===== src/rtl/hex_bcd_display_encoder_pkg.sv =====
// Shared types and constants for the binary-to-BCD 7-segment display encoder.
package hex_bcd_display_encoder_pkg;

    typedef enum logic [1:0] {IDLE, SHIFT, ENCODE} state_t;

    localparam logic [6:0] SEG_BLANK = 7'h7F;
    localparam logic [6:0] SEG_DASH  = 7'h3F;

    // Active-low patterns, bit 0 = segment a ... bit 6 = segment g
    localparam logic [6:0] SEG_DIGIT [0:9] = '{
        7'h40, 7'h79, 7'h24, 7'h30, 7'h19,
        7'h12, 7'h02, 7'h78, 7'h00, 7'h10
    };

    function automatic logic [63:0] pow10(input int n);
        logic [63:0] r;
        r = 64'd1;
        for (int i = 0; i < n; i++) r = r * 64'd10;
        return r;
    endfunction

endpackage


===== src/rtl/hex_bcd_display_encoder_if.sv =====
// Upstream value handshake plus the registered display-side outputs.
interface hex_bcd_display_encoder_if #(
    parameter int WIDTH  = 16,
    parameter int DIGITS = 4
);
    logic                  in_valid;
    logic                  in_ready;
    logic [WIDTH-1:0]      in_value;
    logic                  blank_lz;
    logic [7*DIGITS-1:0]   seg_out;
    logic                  out_valid;
    logic                  overflow;

    modport master (
        output in_valid, in_value, blank_lz,
        input  in_ready, seg_out, out_valid, overflow
    );

    modport slave (
        input  in_valid, in_value, blank_lz,
        output in_ready, seg_out, out_valid, overflow
    );
endinterface


===== src/rtl/hex_bcd_display_encoder_seg7_encode.sv =====
// One BCD nibble to an active-low 7-segment pattern; non-decimal nibbles show blank.
module seg7_encode
    import hex_bcd_display_encoder_pkg::*;
(
    input  logic [3:0] nib_i,
    input  logic       blank_i,
    output logic [6:0] seg_o
);
    always_comb begin
        seg_o = SEG_BLANK;
        if (!blank_i && nib_i <= 4'd9) seg_o = SEG_DIGIT[nib_i];
    end
endmodule


===== src/rtl/hex_bcd_display_encoder.sv =====
// Sequential double-dabble conversion of one value per handshake into a
// registered active-low segment word with leading-zero blanking and over-range dashes.
module hex_bcd_display_encoder
    import hex_bcd_display_encoder_pkg::*;
#(
    parameter int WIDTH  = 16,
    parameter int DIGITS = 4
) (
    input  logic                      clk,
    input  logic                      reset_n,
    hex_bcd_display_encoder_if.slave  bus
);
    localparam int          BW      = 4 * DIGITS;
    localparam int          CW      = (WIDTH > 1) ? $clog2(WIDTH) : 1;
    localparam logic [63:0] MAX_VAL = pow10(DIGITS) - 64'd1;

    state_t              state_q, state_d;
    logic [WIDTH-1:0]    bin_q, bin_d;
    logic [BW-1:0]       bcd_q, bcd_d, bcd_adj;
    logic [CW-1:0]       cnt_q, cnt_d;
    logic                blank_q, blank_d;
    logic                ovf_q, ovf_d;
    logic                oflag_q, oflag_d;
    logic [7*DIGITS-1:0] seg_q, seg_d, seg_enc;
    logic                vld_q;
    logic [DIGITS-1:0]   lz_blank;

    always_comb begin
        bcd_adj = bcd_q;
        for (int k = 0; k < DIGITS; k++)
            if (bcd_q[4*k +: 4] >= 4'd5) bcd_adj[4*k +: 4] = bcd_q[4*k +: 4] + 4'd3;
    end

    // A digit is blanked only while every digit from it upward is zero
    always_comb begin
        logic run;
        run      = 1'b1;
        lz_blank = '0;
        for (int k = DIGITS - 1; k > 0; k--) begin
            run         = run & (bcd_q[4*k +: 4] == 4'd0);
            lz_blank[k] = blank_q & run;
        end
    end

    for (genvar g = 0; g < DIGITS; g++) begin : g_enc
        seg7_encode u_enc (
            .nib_i   (bcd_q[4*g +: 4]),
            .blank_i (lz_blank[g]),
            .seg_o   (seg_enc[7*g +: 7])
        );
    end

    always_comb begin
        state_d = state_q;
        bin_d   = bin_q;
        bcd_d   = bcd_q;
        cnt_d   = cnt_q;
        blank_d = blank_q;
        ovf_d   = ovf_q;
        oflag_d = oflag_q;
        seg_d   = seg_q;
        case (state_q)
            IDLE: if (bus.in_valid) begin
                bin_d   = bus.in_value;
                blank_d = bus.blank_lz;
                bcd_d   = '0;
                cnt_d   = '0;
                ovf_d   = 64'(bus.in_value) > MAX_VAL;
                state_d = ovf_d ? ENCODE : SHIFT;
            end
            SHIFT: begin
                {bcd_d, bin_d} = {bcd_adj, bin_q} << 1;
                if (cnt_q == CW'(WIDTH - 1)) state_d = ENCODE;
                else                         cnt_d   = cnt_q + 1'b1;
            end
            ENCODE: begin
                seg_d   = ovf_q ? {DIGITS{SEG_DASH}} : seg_enc;
                oflag_d = ovf_q;
                state_d = IDLE;
            end
            default: state_d = IDLE;
        endcase
    end

    always_ff @(posedge clk or negedge reset_n) begin
        if (!reset_n) state_q <= IDLE;
        else          state_q <= state_d;
    end

    always_ff @(posedge clk or negedge reset_n) begin
        if (!reset_n) begin
            bin_q   <= '0;
            bcd_q   <= '0;
            cnt_q   <= '0;
            blank_q <= 1'b0;
            ovf_q   <= 1'b0;
            oflag_q <= 1'b0;
            seg_q   <= '1;
            vld_q   <= 1'b0;
        end else begin
            bin_q   <= bin_d;
            bcd_q   <= bcd_d;
            cnt_q   <= cnt_d;
            blank_q <= blank_d;
            ovf_q   <= ovf_d;
            oflag_q <= oflag_d;
            seg_q   <= seg_d;
            vld_q   <= (state_q == ENCODE);
        end
    end

    assign bus.in_ready  = (state_q == IDLE);
    assign bus.seg_out   = seg_q;
    assign bus.out_valid = vld_q;
    assign bus.overflow  = oflag_q;

endmodule


===== src/flat_wrapper.sv =====
// flat-port wrapper written by rule: the top's interface ports become plain ports
module hex_bcd_display_encoder_flat import hex_bcd_display_encoder_pkg::*;
#(
    parameter int WIDTH  = 16,
    parameter int DIGITS = 4
)
  (clk, reset_n, bus_in_valid, bus_in_value, bus_blank_lz, bus_in_ready, bus_seg_out, bus_out_valid, bus_overflow);
  hex_bcd_display_encoder_if #(.WIDTH(WIDTH), .DIGITS(DIGITS)) bus_i ();
  input  logic clk;
  input  logic reset_n;
  input wire logic [$bits(bus_i.in_valid)-1:0] bus_in_valid;
  input wire logic [$bits(bus_i.in_value)-1:0] bus_in_value;
  input wire logic [$bits(bus_i.blank_lz)-1:0] bus_blank_lz;
  output wire logic [$bits(bus_i.in_ready)-1:0] bus_in_ready;
  output wire logic [$bits(bus_i.seg_out)-1:0] bus_seg_out;
  output wire logic [$bits(bus_i.out_valid)-1:0] bus_out_valid;
  output wire logic [$bits(bus_i.overflow)-1:0] bus_overflow;
  assign bus_i.in_valid = bus_in_valid;
  assign bus_i.in_value = bus_in_value;
  assign bus_i.blank_lz = bus_blank_lz;
  assign bus_in_ready = bus_i.in_ready;
  assign bus_seg_out = bus_i.seg_out;
  assign bus_out_valid = bus_i.out_valid;
  assign bus_overflow = bus_i.overflow;
  hex_bcd_display_encoder #(.WIDTH(WIDTH), .DIGITS(DIGITS)) u_core (.clk(clk), .reset_n(reset_n), .bus(bus_i));
endmodule

===== config.mk =====
export PLATFORM = sky130hd
export DESIGN_NAME = hex_bcd_display_encoder_flat
export DESIGN_NICKNAME = d
export VERILOG_FILES = /design/src/rtl/hex_bcd_display_encoder_pkg.sv /design/src/rtl/hex_bcd_display_encoder_if.sv /design/src/rtl/hex_bcd_display_encoder_seg7_encode.sv /design/src/rtl/hex_bcd_display_encoder.sv /design/src/flat_wrapper.sv
export SDC_FILE = /design/constraint.sdc
export NUM_CORES = 1
export LEC_CHECK = 0
export CAP_MARGIN = 25
export CORE_ASPECT_RATIO = 0.9
export CORE_MARGIN = 2
export CORE_UTILIZATION = 30
export CTS_CLUSTER_DIAMETER = 120
export CTS_CLUSTER_SIZE = 40
export DETAILED_ROUTE_END_ITERATION = 10
export REMOVE_ABC_BUFFERS = 1
export SKIP_LAST_GASP = 1
export SLEW_MARGIN = 40
export SYNTH_ARGS = -nofsm -noshare
export SYNTH_HDL_FRONTEND = slang
export SYNTH_SLANG_ARGS = --single-unit

===== constraint.sdc =====
create_clock -name clk -period 4.12 [get_ports clk]
set_input_delay 0.412 -clock clk [delete_from_list [all_inputs] [get_ports clk]]
set_output_delay 0.412 -clock clk [all_outputs]
set_load 0.1 [all_outputs]

==> results of run 1 <==
## metal layers
metal / wire length, um / vias up / share of wire [%]
li1: - / 1446 / -
met1: 3920 / 1371 / 48
met2: 3780 / 46 / 46
met3: 348 / 9 / 4.3
met4: 110 / 0 / 1.3
met5: 0 / - / 0
## state kept, by name, indices dropped and copies added (netlist names)
register / flops
u_core.bcd_q: 16
u_core.blank_q: 1
u_core.state_q: 2
u_core.bin_q: 16
u_core.bus.overflow: 1
u_core.bus.out_valid: 1
u_core.bus.seg_out: 28
u_core.cnt_q: 4
u_core.ovf_q: 1
## synth_stat cells, types with 4 or more instances
cell type	instances	area (sq um)
nor2_1	35	131
o21ai_1	18	90.1
ha_1	21	263
mux2i_1	19	190
o21bai_1	4	30.0
dfrtp_1	42	1050
xnor2_1	5	43.8
nand2b_1	10	62.6
inv_1	14	52.6
nand2_1	40	150
a22o_1	6	52.6
a21o_1	5	37.5
o22a_1	11	96.3
nor2b_1	4	25.0
dfstp_2	28	736
nor3_1	7	35.0
a21oi_1	22	110
a21oi_2	5	43.8
o21ai_0	21	105
o31ai_1	4	30.0
buf_4	4	30.0
buf_2	12	60.1
clkbuf_1	5	18.8
nand3_1	5	25.0
## cells by family (layout without fill, tap and decap cells)
kind of cell	Yosys count	count (layout)	synth area share (%)
DFF	70	70	46.1
and+or+nand+nor	119	119	15.6
buffers and inverters	41	83	5.71
xor gates and xnor gates	8	8	1.81
muxes	21	21	5.48
adders and majority gates	21	21	6.77
AOI/OAI and AO/OA	111	111	18.5
## final cells by class
class                   count  area (sq um)  area share [%]
clock inverters             5          50.0            1.09
well taps                 164           205            4.48
clock buffers              10           239            5.22
multi-input cells         280          1880            40.9
repair buffers             53           365            7.98
flip-flops and latches     70          1790            39.0
inverters                  15          58.8            1.28
## report_power, final
part	internal [W]	switching, W
logic	0.000265	0.000866
registers	0.000914	0.000119
clock network	0.000477	0.000281
total	0.00166	0.00127
## worst max-delay path, delay by kind of cell
| family | cells | cell delay [ps] |
|---|---|---|
| buffers and inverters | 2 | 870 |
| AND/OR/NAND/NOR | 1 | 590 |
| multiplexers | 1 | 230 |
| AO/OA/AOI/OAI | 1 | 70 |
## stage by stage
step / utilization, % / setup slack (ps) / std cells / cell area, sq um
floorplan: - / 1370 / 365 / 3720
global placement: 35.1 / 1810 / 582 / 4440
detailed placement: 33.9 / 1730 / 582 / 4290
CTS: 36.2 / 2090 / 597 / 4580
global route: 36.2 / 1970 / 597 / 4580
finish: 36.2 / 2120 / 597 / 4580
## worst paths after layout
kind	from	endpoint	slack (ps)	cells after the start
worst max-delay path	bus_in_valid	u_core.bin_q[9]	2120	5
worst min-delay path	reset_n	u_core.bcd_q[0]	70	1
worst max register to register	u_core.state_q[0]	u_core.bin_q[9]	2160	4
worst min register to register	u_core.bus.seg_out[27]	u_core.bus.seg_out[27]	480	2
max in group asynchronous	reset_n	u_core.bus.seg_out[27]	3230	2
min in group clk	u_core.bus.seg_out[27]	u_core.bus.seg_out[27]	480	2
==> results.ini, run 1 <==
[status]
status=finished, final reports clean

[power_and_ir_drop]
power_w=0.00292
ir_drop_uv=190
p_per_area_nw_per_um2=638
leakage_nw=1.94

[final_layout]
drive_gt1_share_pct=22.2
nNetsFinal=470
mostFrequentLayoutCells=dfrtp_1, nand2_1, nor2_1
fillers=1287
layout_commonest_cell=dfrtp_1
syn_to_final_growth_pct=18.1
diodes=0

[grt]
met3_usage_pct=2.72
grt_max_degree=44
antenna_found_initial=0
gr-usage-met1_pct=16.3
grt_pass1_wl_mm=13.9
overflow=0
grt_usage_pct=12.6
grt_use_met2_pct=20.6
busiest_layer=met2
grt_pass1_vias=2934

[critical_path]
critPathKind=primary input to flip-flop
cp_max_fo=16
cp-start-kind=primary input
required_ps=4320
cp-end-kind=flip-flop
cp.arrival_ps=2190
crit_path_top_delay_cell=nor3b_4
crit_path_max_incr_delay_ps=590
path_cells=clkdlybuf4s50_1 -> nor3b_4 -> buf_4 -> mux2i_1 -> o21ai_1

[sta]
clock_skew_ps=4.99
rsz0062_at_grt=false
hold-worst-slack_ps=68.1
setup_viol=0
hold_viol=0
worstMarginPinSlew_ps=676
fin_crit_sh_pct=48.5
fin_crit_ps=2000
max_slew_margin_pct=54.9
maxSlewViolCount=0
fmaxAchievable_ghz=0.500
fin_setup_tns_ps=0

[detailed_routing]
firstDrtPassIters=4
num_vias=2872
first_iter_violations=155
ant_nets=0
drt-total-wl_mm=8.16
viasPerCell=4.81
drt-wirelength-per-cell_um=13.7
drc=0

[run]
cap_violations=0

[worst_hold_path]
hold_class=primary input to async pin

[clock_network]
cts-root-buf=clkbuf_16
clock_sinks=70
cts.clk_slew.worst_paths_ps=50
insertion_delay_ps=330
postCtsSetupBuffers=0
cts_resized=0
cts_buffer_depth=2
ctsHoldBuffers=0
cts_tree=built
numCtsBuffers=9
cts-htree-levels=3

[floorplanning]
coreArea_sq_um=12600
fp.dieW_um=124
initial_core_util_pct=30.7
die_area_sq_um=13900
fp.dieH_um=112
ios=51
rows=39

[placed_design]
io_buffers=50
dp_hpwl_mm=5.76
finalWeightedCongestion=0.776

[synthesis]
ys_ff_latch=70
synth_area_per_cell_sq_um=9.92
async_reset_ff_share_pct=100
synth_edf_count=0
ys_seq_area_share_pct=46.1
yosysWarnings=0
synth_ff_type=dfrtp_1
syn_inst=391
synthDistinctLibCells=56
netlist_area_sq_um=3880

Note: power is estimated with default switching activity, not from simulation.
==> run 2: changes to the inputs <==
Clock period 4.12 ns to 1.9 ns, I/O delays scaled along.
==> results.ini, run 2 (synthesized netlist as in run 1, its figures left out) <==
[status]
status=finished, final reports clean

[floorplanning]
fp.dieH_um=112  ; unchanged
die_area_sq_um=13900  ; unchanged
coreArea_sq_um=12600  ; unchanged
ios=51  ; unchanged
rows=39  ; unchanged
initial_core_util_pct=30.7  ; unchanged
fp.dieW_um=124  ; unchanged

[critical_path]
crit_end=u_core.bcd_q[6]
required_ps=2170  ; -2150 ps
startpoint=u_core.bcd_q[4]
r2r-start=u_core.bcd_q[4]
cp.arrival_ps=2010  ; -180 ps
cp_max_fo=6  ; -10
cp-end-kind=flip-flop
cp-start-kind=flip-flop
ff2ff_setup_slack_ps=160  ; -2000 ps
r2r-end=u_core.bcd_q[6]
critPathKind=flip-flop to flip-flop
reg2reg_depth=6  ; +2

[placed_design]
postPlaceCellArea_sq_um=4640  ; +8.2%
finalWeightedCongestion=0.789  ; +1.8%
dp_hpwl_mm=5.85  ; +1.5%
io_buffers=50  ; unchanged

[detailed_routing]
firstDrtPassIters=5  ; +1
drt-wirelength-per-cell_um=13.7  ; -0.15%
dr_wl_met3_um=349  ; +0.29%
top_layer=met4
wl_met2_mm=3.91  ; +3.3%
ant_nets=0  ; unchanged
drt-total-wl_mm=8.26  ; +1.2%
first_iter_violations=161  ; +3.9%
routedLengthMet1_mm=3.87  ; -1.4%
viasPerCell=4.79  ; -0.46%
num_vias=2897  ; +0.87%
drc=0  ; unchanged

[final_layout]
layout_commonest_cell=dfrtp_1
mostFrequentLayoutCells=dfrtp_1, nand2_1, nor2_1
drive_gt1_share_pct=23.1  ; +0.96 points
diodes=0  ; unchanged
largest_reg_flops=28  ; unchanged
syn_to_final_growth_pct=28.3
nNetsFinal=477  ; +1.5%
utilization_pct=39.4  ; +3.1 points
final_cell_area_sq_um=4980  ; +8.7%

[clock_network]
cts-root-buf=clkbuf_16
cts_tree=built
insertion_delay_ps=330  ; about the same
clock_sinks=70  ; unchanged
cts-htree-levels=3  ; unchanged
ctsHoldBuffers=0  ; unchanged
cts.clk_slew.worst_paths_ps=60  ; about the same
cts_buffer_depth=2  ; unchanged
postCtsSetupBuffers=0  ; unchanged
cts_resized=0  ; unchanged
numCtsBuffers=9  ; unchanged

[sta]
fin_crit_ps=1740
clock_skew_ps=6.20  ; +1.21 ps
max_slew_margin_pct=62.2  ; +7.3 points
hold-worst-slack_ps=26.8  ; -41.3 ps
setup_viol=0  ; unchanged
fmaxAchievable_ghz=0.576
rsz0062_at_grt=false
worstMarginPinSlew_ps=567  ; -108 ps
hold_viol=0  ; unchanged
maxSlewViolCount=0  ; unchanged
fin_crit_sh_pct=91.3

[grt]
overflow=0  ; unchanged
grt_usage_pct=12.7  ; +0.16 points
antenna_found_initial=0  ; unchanged
grt_max_degree=60  ; +36%
grt_pass1_vias=2786  ; -5.0%
grt_pass1_wl_mm=13.8  ; -0.55%

[power_and_ir_drop]
ir_drop_uv=475  ; +150%
leakage_nw=2.14  ; +10%
p_per_area_nw_per_um2=1400  ; +120%

[run]
cap_violations=0  ; unchanged

[worst_hold_path]
hold_class=primary input to async pin

[run 2: cell count changes in the layout (fill, tap and decap cells not counted), moves of 2 or more]
| cell | before | now |
|---|---|---|
| clkbuf_8 | 1 | 3 |
| clkinv_2 | 4 | 1 |
| buf_2 | 31 | 1 |
| buf_12 | 0 | 18 |
| buf_4 | 4 | 23 |
[run 2: where the power goes]
| group | internal (W) | switching (W) | total (W) |
|---|---|---|---|
| clock network | 0.00125 | 0.000595 | 0.00185 |
| registers | 0.00199 | 0.000294 | 0.00228 |
| logic | 0.000933 | 0.00192 | 0.00285 |
[run 2: worst min-delay path by stage]
stage          slack, ps    start               endpoint
2_1_floorplan       -110  reset_n        u_core.bcd_q[0]
3_3_place_gp         380  reset_n  u_core.bus.seg_out[4]
3_5_place_dp         390  reset_n  u_core.bus.seg_out[4]
4_1_cts               50  reset_n  u_core.bus.seg_out[6]
5_1_grt               60  reset_n  u_core.bus.seg_out[1]
6_report              30  reset_n  u_core.bus.seg_out[4]
[run 2: routing by layer]
layer | global-route usage [%] | vias up
li1 | - | 1456
met5 | 0 | -
met1 | 17.1 | 1376
met2 | 19.5 | 54
met4 | 5.15 | 0
met3 | 3.33 | 11
[run 2: metrics by stage]
stage / cells / setup TNS, ps / worst slack [ps] / power (W)
after detailed placement: 589 / 0 / 232 / 0.00519
after global placement: 589 / 0 / 286 / 0.00514
final: 605 / 0 / 165 / 0.00698
after global routing: 605 / 0 / 1.55 / 0.00731
after floorplan: 365 / -12850 / -849 / 0.00429
after CTS: 605 / 0 / 181 / 0.00708
[run 2: critical path, stage by stage (launching register included)]
cell	delay (ps)
dfrtp_1	440
inv_1	180
ha_1	260
nand2b_1	70
a21oi_1	330
mux2i_1	260
a21o_1	130
[run 2: layout make-up]
| class | instances | area, sq um |
|---|---|---|
| fill | 1237 | 7660 |
| multi-input combinational | 280 | 1870 |
| sequential | 70 | 1790 |
| timing repair buffer | 60 | 718 |
| clock buffer | 13 | 270 |
| tap | 164 | 205 |
| clock inverter | 3 | 65.1 |
| inverter | 15 | 58.8 |
==> run 3: changes to the inputs <==
Settings changed: CORE_MARGIN 2 to default, RECOVER_POWER from default to 25.
==> results.ini, run 3 (synthesized netlist as in run 1, its figures left out) <==
[status]
status=finished, final reports clean

[power_and_ir_drop]
internal_power_w=0.00399  ; -4.5%
clkPwrFrac_pct=24.3  ; -2.2 points
ir_drop_uv=478  ; +0.54%
swShare_pct=41.5  ; +1.3 points
p_per_area_nw_per_um2=1380  ; -2.0%
p_switching_w=0.00283  ; +0.73%
leakage_nw=2.12  ; -0.71%
comb_power_share_pct=42.0  ; +1.2 points
p_seq_share_pct=33.6  ; +0.9 points

[worst_hold_path]
hold_class=primary input to flip-flop

[final_layout]
nNetsFinal=480  ; +0.63%
drive_gt1_share_pct=22.7  ; -0.38 points
mostFrequentLayoutCells=dfrtp_1, nand2_1, nor2_1
utilization_pct=39.2  ; -0.17 points
final_cell_count_no_fill=608  ; +0.50%
syn_to_final_growth_pct=27.8
diodes=0  ; unchanged
fillers=1234  ; -0.24%
layout_commonest_cell=dfrtp_1
largest_reg_flops=28  ; unchanged

[clock_network]
clock_sinks=70  ; unchanged
ctsHoldBuffers=1  ; +1
cts.clk_slew.worst_paths_ps=50  ; about the same
cts-root-buf=clkbuf_16
cts_buffer_depth=2  ; unchanged
numCtsBuffers=9  ; unchanged
cts-htree-levels=3  ; unchanged
cts_resized=0  ; unchanged
insertion_delay_ps=340  ; about the same
cts_tree=built
postCtsSetupBuffers=0  ; unchanged

[sta]
hold_viol=0  ; unchanged
max_slew_margin_pct=9.72  ; -52 points
rsz0062_at_grt=false
fin_crit_sh_pct=87.8  ; -3.5 points
clock_skew_ps=6.41  ; +0.202 ps
fmaxAchievable_ghz=0.599  ; +4.0%
maxSlewViolCount=0  ; unchanged
worstMarginPinSlew_ps=1350  ; +787 ps
worst_slack_ps=232  ; +66.9 ps
fin_crit_ps=1670  ; -66.9 ps
setup_viol=0  ; unchanged

[detailed_routing]
viasPerCell=4.79  ; about the same
drt-wirelength-per-cell_um=13.7  ; +0.39%
ant_nets=0  ; unchanged
num_vias=2912  ; +0.52%
drt-total-wl_mm=8.33  ; +0.88%
firstDrtPassIters=4  ; -1
first_iter_violations=145  ; -9.9%
drc=0  ; unchanged

[grt]
antenna_found_initial=0  ; unchanged
grt_usage_pct=13.8  ; +1.1 points
overflow=0  ; unchanged
grt_pass1_wl_mm=14.2  ; +2.6%
grt_pass1_vias=3002  ; +7.8%
grt_max_degree=45  ; -25%

[critical_path]
cp-start-kind=flip-flop
cp_max_fo=6  ; unchanged
required_ps=2180  ; about the same
cp.arrival_ps=1950  ; -60 ps
cp-end-kind=flip-flop
critPathKind=flip-flop to flip-flop

[floorplanning]
rows=39  ; unchanged
die_area_sq_um=13400  ; -3.4%
coreArea_sq_um=12600  ; unchanged
fp.dieW_um=122  ; -1.6%
fp.dieH_um=110  ; -1.8%
ios=51  ; unchanged
initial_core_util_pct=30.7  ; unchanged

[placed_design]
pre_cts_ws_ps=169  ; -63.1 ps
finalWeightedCongestion=0.804  ; +1.9%
dp_hpwl_mm=5.93  ; +1.4%
io_buffers=50  ; unchanged
dp.cells=591  ; +0.34%

[run]
cap_violations=0  ; unchanged

-- run 3: changes by cell type in the layout (fill, tap and decap cells not counted), sizes merged --
cell,previous run,this run
clkinvlp,0,1
dlygate4sd3,0,1
clkinv,1,2
bufinv,2,1
clkbuf,13,14
-- run 3: critical path, stage by stage (launching register included) --
cell and delay (ps):
dfrtp_1 440, inv_1 170, ha_1 260, nand2b_1 80
a21oi_1 300, mux2i_1 240, a21o_1 130
-- run 3: worst paths after layout --
check | startpoint | end | slack [ps] | cells after the start
min in group asynchronous | reset_n | u_core.bus.out_valid | 700 | 2
setup reg to reg | u_core.bcd_q[4] | u_core.bcd_q[6] | 230 | 6
hold / removal | bus_in_value[0] | u_core.bin_q[0] | 400 | 3
setup / recovery | u_core.bcd_q[4] | u_core.bcd_q[6] | 230 | 6
max in group asynchronous | reset_n | u_core.bus.seg_out[25] | 290 | 3
hold reg to reg | u_core.bus.overflow | u_core.bus.overflow | 480 | 2
-- run 3: layout make-up --
cell class	instances	area (sq um)	share of cell area, %
inverter	15	58.8	1.19
clock buffer	12	246	4.97
sequential	70	1790	36.1
multi-input combinational	280	1870	37.8
clock inverter	4	47.5	0.959
tap	164	205	4.14
timing repair buffer	63	738	14.9
-- run 3: per-stage QoR --
step           hold WS [ps]  power [W]  cell area, sq um  setup TNS [ps]
6_report                403    0.00682              4960               0
5_1_grt                 425    0.00715              4960               0
4_1_cts                 399    0.00691              4960               0
3_5_place_dp            224    0.00521              4660               0
3_3_place_gp            216    0.00517              4660               0
2_1_floorplan          -106    0.00429              3720          -12850
-- run 3: power by group through the flow --
stage / Clock (W) / Combinational, W / Sequential, W
after floorplan: 0 / 0.000796 / 0.00349
after global placement: 0 / 0.00287 / 0.00230
after detailed placement: 0 / 0.00289 / 0.00232
after CTS: 0.00171 / 0.00290 / 0.00230
after global routing: 0.00177 / 0.00303 / 0.00235
final: 0.00166 / 0.00287 / 0.00229
-- run 3: layer usage --
layer | vias up | GRT usage [%] | routed length [um]
met5 | - | 0 | 0
met4 | 0 | 5.73 | 164
met3 | 14 | 4.77 | 412
met2 | 64 | 21.7 | 3770
met1 | 1375 | 17.2 | 3980
li1 | 1459 | - | -
